<file path="src/rtl/code_entry_lock_if.sv">
// Digit-entry bus between the keypad/digit source (master) and code_entry_lock (slave).
interface code_entry_lock_if #(
   parameter int unsigned DIGITS = 4
);
   logic [3:0]          digit;
   logic                digit_valid;
   logic [4*DIGITS-1:0] key;
   logic                clear;
   logic                relock;
   logic                busy;
   logic                unlocked;
   logic                locked_out;
   logic                match_pulse;
   logic                fail_pulse;
   logic [3:0]          tries;

   modport master (
      output digit, digit_valid, key, clear, relock,
      input  busy, unlocked, locked_out, match_pulse, fail_pulse, tries
   );

   modport slave (
      input  digit, digit_valid, key, clear, relock,
      output busy, unlocked, locked_out, match_pulse, fail_pulse, tries
   );
endinterface

</file>
<file path="src/rtl/code_entry_lock.sv">
// Digit-serial code lock: sticky per-digit compare, pass/fail decision, unlock and lockout timers.
// Optional CODE_LOCK_ERRCNT_EN adds a saturating err_count of all rejected codes since reset.
module code_entry_lock #(
   parameter int unsigned DIGITS         = 4,
   parameter int unsigned MAX_TRIES      = 3,
   parameter int unsigned UNLOCK_CYCLES  = 8,
   parameter int unsigned LOCKOUT_CYCLES = 16
) (
   input  logic              clk,
   input  logic              rst,
   code_entry_lock_if.slave  bus
`ifdef CODE_LOCK_ERRCNT_EN
   ,
   output logic [7:0]        err_count
`endif
);

   localparam int unsigned IW   = (DIGITS > 1) ? $clog2(DIGITS) : 1;
   localparam int unsigned TMAX = (UNLOCK_CYCLES > LOCKOUT_CYCLES) ? UNLOCK_CYCLES : LOCKOUT_CYCLES;
   localparam int unsigned TW   = $clog2(TMAX + 1);

   localparam logic [IW-1:0] LAST_IDX = IW'(DIGITS - 1);
   localparam logic [TW-1:0] T_UNLOCK = TW'(UNLOCK_CYCLES);
   localparam logic [TW-1:0] T_LOCK   = TW'(LOCKOUT_CYCLES);
   localparam logic [3:0]    TRY_MAX  = 4'(MAX_TRIES);

   typedef enum logic [2:0] {IDLE, ENTRY, CHECK, UNLOCK, LOCKOUT} state_t;

   state_t          state, state_n;
   logic [IW-1:0]   idx, idx_n;
   logic            mism, mism_n;
   logic [TW-1:0]   timer, timer_n;
   logic [3:0]      tries_n;
   logic            match_n, fail_n;
   logic [3:0]      key_nib [DIGITS];
   logic [3:0]      tries_inc;
`ifdef CODE_LOCK_ERRCNT_EN
   logic [7:0]      err_count_n;
`endif

   for (genvar g = 0; g < DIGITS; g++) begin : g_nib
      assign key_nib[g] = bus.key[4*g +: 4];
   end

   assign tries_inc = (bus.tries == TRY_MAX) ? bus.tries : bus.tries + 4'd1;

   always_comb begin
      state_n = state;
      idx_n   = idx;
      mism_n  = mism;
      timer_n = timer;
      tries_n = bus.tries;
      match_n = 1'b0;
      fail_n  = 1'b0;
`ifdef CODE_LOCK_ERRCNT_EN
      err_count_n = err_count;
`endif
      case (state)
         IDLE: begin
            if (bus.digit_valid) begin
               mism_n  = (bus.digit != key_nib[0]);
               idx_n   = IW'(1);
               state_n = (DIGITS == 1) ? CHECK : ENTRY;
            end
         end
         ENTRY: begin
            // clear wins over a digit arriving in the same cycle
            if (bus.clear) begin
               state_n = IDLE;
               idx_n   = '0;
               mism_n  = 1'b0;
            end else if (bus.digit_valid) begin
               mism_n = mism | (bus.digit != key_nib[idx]);
               if (idx == LAST_IDX) begin
                  state_n = CHECK;
                  idx_n   = '0;
               end else begin
                  idx_n = idx + 1'b1;
               end
            end
         end
         CHECK: begin
            mism_n = 1'b0;
            if (mism) begin
               fail_n  = 1'b1;
               tries_n = tries_inc;
`ifdef CODE_LOCK_ERRCNT_EN
               if (err_count != 8'hFF) err_count_n = err_count + 8'd1;
`endif
               if (tries_inc == TRY_MAX) begin
                  state_n = LOCKOUT;
                  timer_n = T_LOCK;
               end else begin
                  state_n = IDLE;
               end
            end else begin
               match_n = 1'b1;
               tries_n = '0;
               state_n = UNLOCK;
               timer_n = T_UNLOCK;
            end
         end
         UNLOCK: begin
            if (bus.relock || timer == TW'(1)) begin
               state_n = IDLE;
               timer_n = '0;
            end else begin
               timer_n = timer - 1'b1;
            end
         end
         LOCKOUT: begin
            if (timer == TW'(1)) begin
               state_n = IDLE;
               timer_n = '0;
               tries_n = '0;
            end else begin
               timer_n = timer - 1'b1;
            end
         end
         default: state_n = IDLE;
      endcase
   end

   always_ff @(posedge clk) begin
      if (rst) begin
         state           <= IDLE;
         idx             <= '0;
         mism            <= 1'b0;
         timer           <= '0;
         bus.tries       <= '0;
         bus.match_pulse <= 1'b0;
         bus.fail_pulse  <= 1'b0;
`ifdef CODE_LOCK_ERRCNT_EN
         err_count       <= '0;
`endif
      end else begin
         state           <= state_n;
         idx             <= idx_n;
         mism            <= mism_n;
         timer           <= timer_n;
         bus.tries       <= tries_n;
         bus.match_pulse <= match_n;
         bus.fail_pulse  <= fail_n;
`ifdef CODE_LOCK_ERRCNT_EN
         err_count       <= err_count_n;
`endif
      end
   end

   assign bus.busy       = (state == ENTRY);
   assign bus.unlocked   = (state == UNLOCK);
   assign bus.locked_out = (state == LOCKOUT);

endmodule
</file>
<file path="src/flat_wrapper.sv">
// flat-port wrapper written by rule: the top's interface ports become plain ports
module code_entry_lock_flat 
#(
   parameter int unsigned DIGITS         = 4,
   parameter int unsigned MAX_TRIES      = 3,
   parameter int unsigned UNLOCK_CYCLES  = 8,
   parameter int unsigned LOCKOUT_CYCLES = 16
)
  (clk, rst, bus_digit, bus_digit_valid, bus_key, bus_clear, bus_relock, bus_busy, bus_unlocked, bus_locked_out, bus_match_pulse, bus_fail_pulse, bus_tries);
  code_entry_lock_if #(.DIGITS(DIGITS)) bus_i ();
  input  logic clk;
  input  logic rst;
  input wire logic [$bits(bus_i.digit)-1:0] bus_digit;
  input wire logic [$bits(bus_i.digit_valid)-1:0] bus_digit_valid;
  input wire logic [$bits(bus_i.key)-1:0] bus_key;
  input wire logic [$bits(bus_i.clear)-1:0] bus_clear;
  input wire logic [$bits(bus_i.relock)-1:0] bus_relock;
  output wire logic [$bits(bus_i.busy)-1:0] bus_busy;
  output wire logic [$bits(bus_i.unlocked)-1:0] bus_unlocked;
  output wire logic [$bits(bus_i.locked_out)-1:0] bus_locked_out;
  output wire logic [$bits(bus_i.match_pulse)-1:0] bus_match_pulse;
  output wire logic [$bits(bus_i.fail_pulse)-1:0] bus_fail_pulse;
  output wire logic [$bits(bus_i.tries)-1:0] bus_tries;
  assign bus_i.digit = bus_digit;
  assign bus_i.digit_valid = bus_digit_valid;
  assign bus_i.key = bus_key;
  assign bus_i.clear = bus_clear;
  assign bus_i.relock = bus_relock;
  assign bus_busy = bus_i.busy;
  assign bus_unlocked = bus_i.unlocked;
  assign bus_locked_out = bus_i.locked_out;
  assign bus_match_pulse = bus_i.match_pulse;
  assign bus_fail_pulse = bus_i.fail_pulse;
  assign bus_tries = bus_i.tries;
  code_entry_lock #(.DIGITS(DIGITS), .MAX_TRIES(MAX_TRIES), .UNLOCK_CYCLES(UNLOCK_CYCLES), .LOCKOUT_CYCLES(LOCKOUT_CYCLES)) u_core (.clk(clk), .rst(rst), .bus(bus_i));
endmodule
</file>
<file path="config.mk">
export PLATFORM = sky130hd
export DESIGN_NAME = code_entry_lock_flat
export DESIGN_NICKNAME = d
export VERILOG_FILES = /design/src/rtl/code_entry_lock_if.sv /design/src/rtl/code_entry_lock.sv /design/src/flat_wrapper.sv
export SDC_FILE = /design/constraint.sdc
export NUM_CORES = 1
export LEC_CHECK = 0
export ABC_AREA = 1
export BUFFER_PORTS_ARGS = -buffer_cell sky130_fd_sc_hd__buf_4
export CORE_ASPECT_RATIO = 0.6
export CORE_MARGIN = 8
export CORE_UTILIZATION = 25
export CTS_CLUSTER_SIZE = 25
export DETAILED_ROUTE_END_ITERATION = 8
export GPL_TIMING_DRIVEN = 1
export PLACE_DENSITY = 0.4
export SETUP_SLACK_MARGIN = 0.05
export SLEW_MARGIN = 20
export SYNTH_ARGS = -nofsm -noshare
export SYNTH_HDL_FRONTEND = slang
export SYNTH_SLANG_ARGS = --single-unit
export TNS_END_PERCENT = 30
</file>
<file path="constraint.sdc">
create_clock -name clk -period 1.7 [get_ports clk]
set_input_delay 0.255 -clock clk [delete_from_list [all_inputs] [get_ports clk]]
set_output_delay 0.255 -clock clk [all_outputs]
set_load 0.02 [all_outputs]
</file>
After elaboration in Yosys (flattened, before gate mapping)
Cells that the tools add are included.
- register bits after elaboration: 17
- logic and storage cells: 74
- output and inout port bits: 9
- bits of input ports: 25
- reductions and logical operators: 12
- muxes and demuxes: 32
- magnitude comparators: 1
- equal/unequal tests: 16
- bitwise operators: 3
- add/sub/neg operators: 3
- operators by type and width (cell ; number):
    $mux W3 ; 8
    $mux W4 ; 5
    $mux W5 ; 4
    $pmux W3 S5 ; 1
    $pmux W5 S3 ; 1
    $bmux W4 S2 ; 1
    $eq A4 B2 Y1 const B ; 2
    $mux W2 ; 4
    $ne A4 B4 Y1 ; 2
    $pmux W4 S2 ; 1
    $eq A3 B2 Y1 const B ; 2
    $ne A3 B3 Y1 const B ; 2
    $reduce_and A3 Y1 ; 2
    $reduce_bool A3 Y1 ; 2
    $eq A5 B1 Y1 const B ; 1
    $mux W1 ; 5
    $reduce_and A5 Y1 ; 1
    $sub A5 B1 Y5 const B ; 1
    $add A4 B1 Y4 const B ; 1
    $ne A2 B1 Y1 const B ; 2
    $pmux W2 S2 ; 1
    $reduce_and A2 Y1 ; 2
    $reduce_bool A2 Y1 ; 2
    $eq A3 B1 Y1 const B ; 1
    13 further kinds ; 13

Longest topological paths before layout
- depth in word-level cells: 9
- gate-level depth with buffers: 11
- mapped depth without buffers: 11

Worst setup path after synthesis
OpenSTA, ideal clock, no wires.
- path type: reg2reg
- start: register u_core.bus.tries[1]
- end: register u_core.timer[2]
- cell stages (with the launch flop): 11
- setup slack: 0.101 ns
- period minus slack after synthesis: 1.599 ns
- required time: 1.566 ns
- arrival: 1.466 ns
- path buffers: 0
- setup time: 0.134 ns
- path through: dfxtp_1 ha_1 nand3_1 nand2_1 nand2_1 nor2_1 nand2_1 nand2_2 nand2_2 nand2_1 a21oi_2
- longest elaborated chain between the ends: 5
- elaborated cells between the ends (all ways): 6
- those cells by class: 1 x add/sub; 3 x eq/ne; 1 x mux; 1 x reduce/logical
- RTL lines (element ; RTL line ; text):
    start, declared ; code_entry_lock_if.sv:24 ; output busy, unlocked, locked_out, match_pulse, fail_pulse, tries
    start signal, assigned ; code_entry_lock.sv:141 ; bus.tries <= tries_n;
    $add A4 B1 Y4 / $eq A4 B2 Y1 (equally long branches) ; code_entry_lock.sv:45 ; assign tries_inc = (bus.tries == TRY_MAX) ? bus.tries : bus.tries + 4'd1;
    $mux W4 (*) ; code_entry_lock.sv:45 ;
    $eq A4 B2 Y1 (*) ; code_entry_lock.sv:90 ; if (tries_inc == TRY_MAX) begin
    $ne A3 B3 Y1 (no source line) (*) ; -- ;
    $reduce_and A2 Y1 (no source line) (*) ; -- ;
    end signal, assigned ; code_entry_lock.sv:140 ; timer <= timer_n;
    end, declared ; code_entry_lock.sv:32 ; logic [TW-1:0] timer, timer_n;
Every way passes the cells marked *; elsewhere a longest branch is shown, timed or not.
A chain may end at the register's enable or synchronous reset.

Final worst setup path
- start: register u_core.bus.tries[0]
- end: register u_core.timer[0]
Same word-level chain as after synthesis.

==> impl_results.md <==
* Synthesized cell area at 0.00131 sq mm
* Total power after layout at 1.51 mW
* Via density per instance at 4.35
* First-pass GRT wire length at 6290 um
* Top metal layer carrying routed signals: met4
* Maximum resistive drop on vdd at approximately 280 uV
* Area of the die at 0.00789 sq mm
* Critical-path top delay cell: sky130_fd_sc_hd__dfxtp_1
* Synthesized-area fraction occupied by adder cells at 3.82%
* Effective utilization at floorplan at 25.9%
* Share of the synthesized area in compound gates (AO/OA/AOI/OAI) at between 10% and 20%
* Worst slack after detailed placement at 0.155 ns
* Synthesized netlist net count at roughly 240
* Dominant combinational cell family by area after synthesis: simple AND/OR/NAND/NOR gates
* Post-Synth XOR/XNOR Area at 4.68%
* GR Overflow Total at 0
* Post-layout minimum cycle time at approximately 1.5 ns
* Vias post-DR at 1,360
* TritonCTS clock tree: built
* Clock network power share at roughly a fifth
* Syn Inst Count at roughly 210
* Seq cells post-synth at 17
* CTS sink cnt at 17
* Post-route non-filler standard cell count at 313
* Vias in the first global route at between 1,000 and 1,500
* Iter 0 DRT Violations at 80
* Area of the multi-input gates at ~840 sq um
* Outcome: completed
* CP Capture Type: flip-flop
* Placeable core area at between 0.005 and 0.006 sq mm
* Number of buffers inserted by port buffering at 33
* Path class of the lowest-slack min-delay path: in -> reg
* Sw Share at a little over two fifths
* Aggregate global-route resource usage at 10.0%
* Reported max-cap violation count at 0
* Number of antenna violations at the first check in global routing at 0
* Static power due to leakage at approximately 0.8 nW
* RePlAce Congestion at 0.752
* Slew at the pin with the worst max-slew slack at between 0.3 and 0.4 ns
* Post-placement cell count at 309
* Cell variety after synth at 30
* Crit path max fanout at 5
* Number of endpoints with negative hold slack in the final report at 0
* Setup bufs post-CTS at 0
* Cell-internal power at around 880 uW
* Worst-skew pair later-pin latency at between 0.2 and 0.3 ns
* Crit path buffers/inverters at 1
* Worst Setup Slack, final at around 0.21 ns
* Routed WL at 3920 um
* CP Data Arrival Time at 1.64 ns
* Routed wire per std cell at roughly 13 um
* Final setup TNS at 0 ns
* Count of cells along the worst register-to-register path at 10
* Number of top-level pins at 34
* Total number of H-tree levels at 1
* Required time of the worst setup path at about 1.9 ns
* Maximum clock skew at final layout at roughly 0.0030 ns
* Num rows at 20
* Critical-path cell list: ha_2 -> nand3_2 -> nand3_1 -> inv_1 -> nor2_1 -> nand2_1 -> nand2_2 -> nand2_2 -> nand2_1 -> a21oi_2
* Post-Synth Simple-Gate Area at between 40% and 50%
* Smallest hold slack at around 0.27 ns
* Clock edge transition at the registers on the reported setup and hold paths at 0.07 ns
* HPWL after detailed placement at roughly 3300 um
* PD cells at 885 mW/mm^2
* Period Utilization, post-route at between 80 and 90%
* Clock tree root buffer cell: sky130_fd_sc_hd__clkbuf_8
* Logic pwr share at ~46%
* Sequential area share after synthesis at 26.0%
* Multiplexer share of the synthesized area at 0%
* Category of the worst setup path launch point: flip-flop
* Longest individual stage delay on the worst path at around 0.36 ns
* DR WL met2 at about 1400 um
* Sequential power share at 34.2%
* # nets final at roughly 280
* Slew Viols, Final at 0
* Warnings, synthesis at 0
* Largest net degree at the start of global routing at 13
* Unrepaired setup endpoints after global routing: no
* Achievable clock frequency at 0.669 GHz
* Stages on worst setup path at 10
* Net Sw Power at roughly 630 uW
* Critical Setup Path Class: reg -> reg
* Die outline height at between 70 and 80 um
* Filler cells at 561
* Metal-1 WL at 2350 um
* Sequential cell area at 340 sq um
* Post-CTS Hold Buffers at 0
* Met3 Wirelength at between 150 and 200 um
* Die Span X at about 110 um
* Number of buffers created by CTS at 3
* Fraction of layout cells with a size suffix above 1 at 27.5%
* First-pass iteration count of the detailed router at 4
* Worst max-slew margin expressed relative to the limit at between 70 and 80%
* Remaining number of nets flagged by the antenna check after routing at 0
* Family of cells with the greatest summed delay on the critical path: simple AND/OR/NAND/NOR gates
* Syn-to-layout area delta at 30.6%
* Avg Cell Area, Syn at roughly 6.3 sq um
* Number of antenna cells inserted at 0
* Setup-failing EPs final at 0
* Maximum root-to-sink buffer count at 2
* DRC at 0
* Worst hold path depth at 2
state kept, by name, indices dropped and copies added, names as in the netlist:
| name | count |
|---|---|
| u_core.bus.tries | 4 |
| u_core.bus.fail_pulse | 1 |
| u_core.state | 3 |
| u_core.bus.match_pulse | 1 |
| u_core.timer | 5 |
| u_core.idx | 2 |
| u_core.mism | 1 |
layout make-up:
class | count | area share [%]
Clock inverter | 1 | 0.293
Clock buffer | 3 | 2.41
Timing Repair Buffer | 36 | 15.8
Tap cell | 66 | 4.83
Inverter | 35 | 7.68
Multi-Input combinational cell | 155 | 49.1
Sequential cell | 17 | 19.9
layout by cell type (no fill, tap or decap), types with 2 or more instances in the layout:
cell type,count
sky130_fd_sc_hd__nand2_1,60
sky130_fd_sc_hd__buf_4,36
sky130_fd_sc_hd__inv_1,29
sky130_fd_sc_hd__nand3_1,20
sky130_fd_sc_hd__dfxtp_1,17
sky130_fd_sc_hd__nor2_1,16
sky130_fd_sc_hd__a21oi_1,8
sky130_fd_sc_hd__xnor2_1,6
sky130_fd_sc_hd__inv_2,5
sky130_fd_sc_hd__nor2_2,5
sky130_fd_sc_hd__nand2_2,5
sky130_fd_sc_hd__a21oi_2,5
sky130_fd_sc_hd__nand4_1,4
sky130_fd_sc_hd__o21ai_1,3
sky130_fd_sc_hd__ha_1,3
sky130_fd_sc_hd__clkbuf_8,3
sky130_fd_sc_hd__nand3_2,2
sky130_fd_sc_hd__o32ai_1,2
sky130_fd_sc_hd__nor3_1,2
sky130_fd_sc_hd__a211oi_1,2
sky130_fd_sc_hd__a31oi_1,2
sky130_fd_sc_hd__nand3b_1,2
cells in the mapped netlist:
cell type	instances	share of area [%]
sky130_fd_sc_hd__buf_2	1	0.38
sky130_fd_sc_hd__nand2_2	5	2.4
sky130_fd_sc_hd__o22ai_2	1	0.95
sky130_fd_sc_hd__nor2_4	1	0.86
sky130_fd_sc_hd__nand3b_1	2	1.1
sky130_fd_sc_hd__ha_1	4	3.8
sky130_fd_sc_hd__a21oi_2	5	3.3
sky130_fd_sc_hd__nor3_4	1	1.2
sky130_fd_sc_hd__nand3_2	1	0.76
sky130_fd_sc_hd__clkinv_1	1	0.29
sky130_fd_sc_hd__dfxtp_1	17	26
sky130_fd_sc_hd__nor3_1	2	0.76
sky130_fd_sc_hd__inv_1	29	8.3
sky130_fd_sc_hd__nor2_1	17	4.9
sky130_fd_sc_hd__xor2_1	1	0.67
sky130_fd_sc_hd__nand3_1	21	8.0
sky130_fd_sc_hd__o21ai_2	1	0.67
sky130_fd_sc_hd__o32ai_1	2	1.3
sky130_fd_sc_hd__a21oi_1	8	3.1
sky130_fd_sc_hd__o21ai_0	1	0.38
sky130_fd_sc_hd__xnor2_1	6	4.0
sky130_fd_sc_hd__nand4_1	4	1.9
sky130_fd_sc_hd__nor2_2	4	1.9
sky130_fd_sc_hd__o21ai_1	3	1.1
sky130_fd_sc_hd__a31oi_1	2	0.95
sky130_fd_sc_hd__nor3_2	1	0.76
sky130_fd_sc_hd__a211oi_1	2	1.1
sky130_fd_sc_hd__nand2_1	60	17
sky130_fd_sc_hd__clkbuf_1	1	0.29
sky130_fd_sc_hd__inv_2	5	1.4
layer usage:
metal  up-vias  track usage [%]
met1       591             16.9
li1        743                -
met4         0             1.34
met2        24             11.9
met5         -                0
met3         2             2.21
worst paths after layout:
kind	from	slack [ns]	end
hold reg to reg	u_core.timer[1]	0.49	u_core.timer[1]
setup reg to reg	u_core.bus.tries[0]	0.21	u_core.timer[0]
hold / removal	rst	0.27	u_core.timer[0]
setup / recovery	u_core.bus.tries[0]	0.21	u_core.timer[0]
kinds of logic after synthesis:
family,Yosys count
buf+inv,37
fa+ha+maj,4
compound gates,25
flops,17
xor+xnor,7
simple gates,119
timing repair:
| action | CTS | global route |
|---|---|---|
| setup endpoints to repair | 0 | 5 |
| endpoints found under the hold margin | 0 | 0 |
| resized for setup | 0 | 3 |
metrics by stage:
stage	instance area [sq um]	utilization [%]
after global routing	1710	33.8
after global placement	1650	32.7
after floorplan	1310	-
final	1710	33.8
after detailed placement	1650	32.7
after CTS	1700	33.6
power by group through the flow:
stage | Sequential, mW | Clock [mW] | Combinational [mW]
floorplan | 0.515 | 0 | 0.484
global placement | 0.531 | 0 | 0.705
detailed placement | 0.527 | 0 | 0.686
CTS | 0.516 | 0.329 | 0.690
global route | 0.523 | 0.337 | 0.775
finish | 0.517 | 0.306 | 0.690
Power figures use the tool's default switching activity.
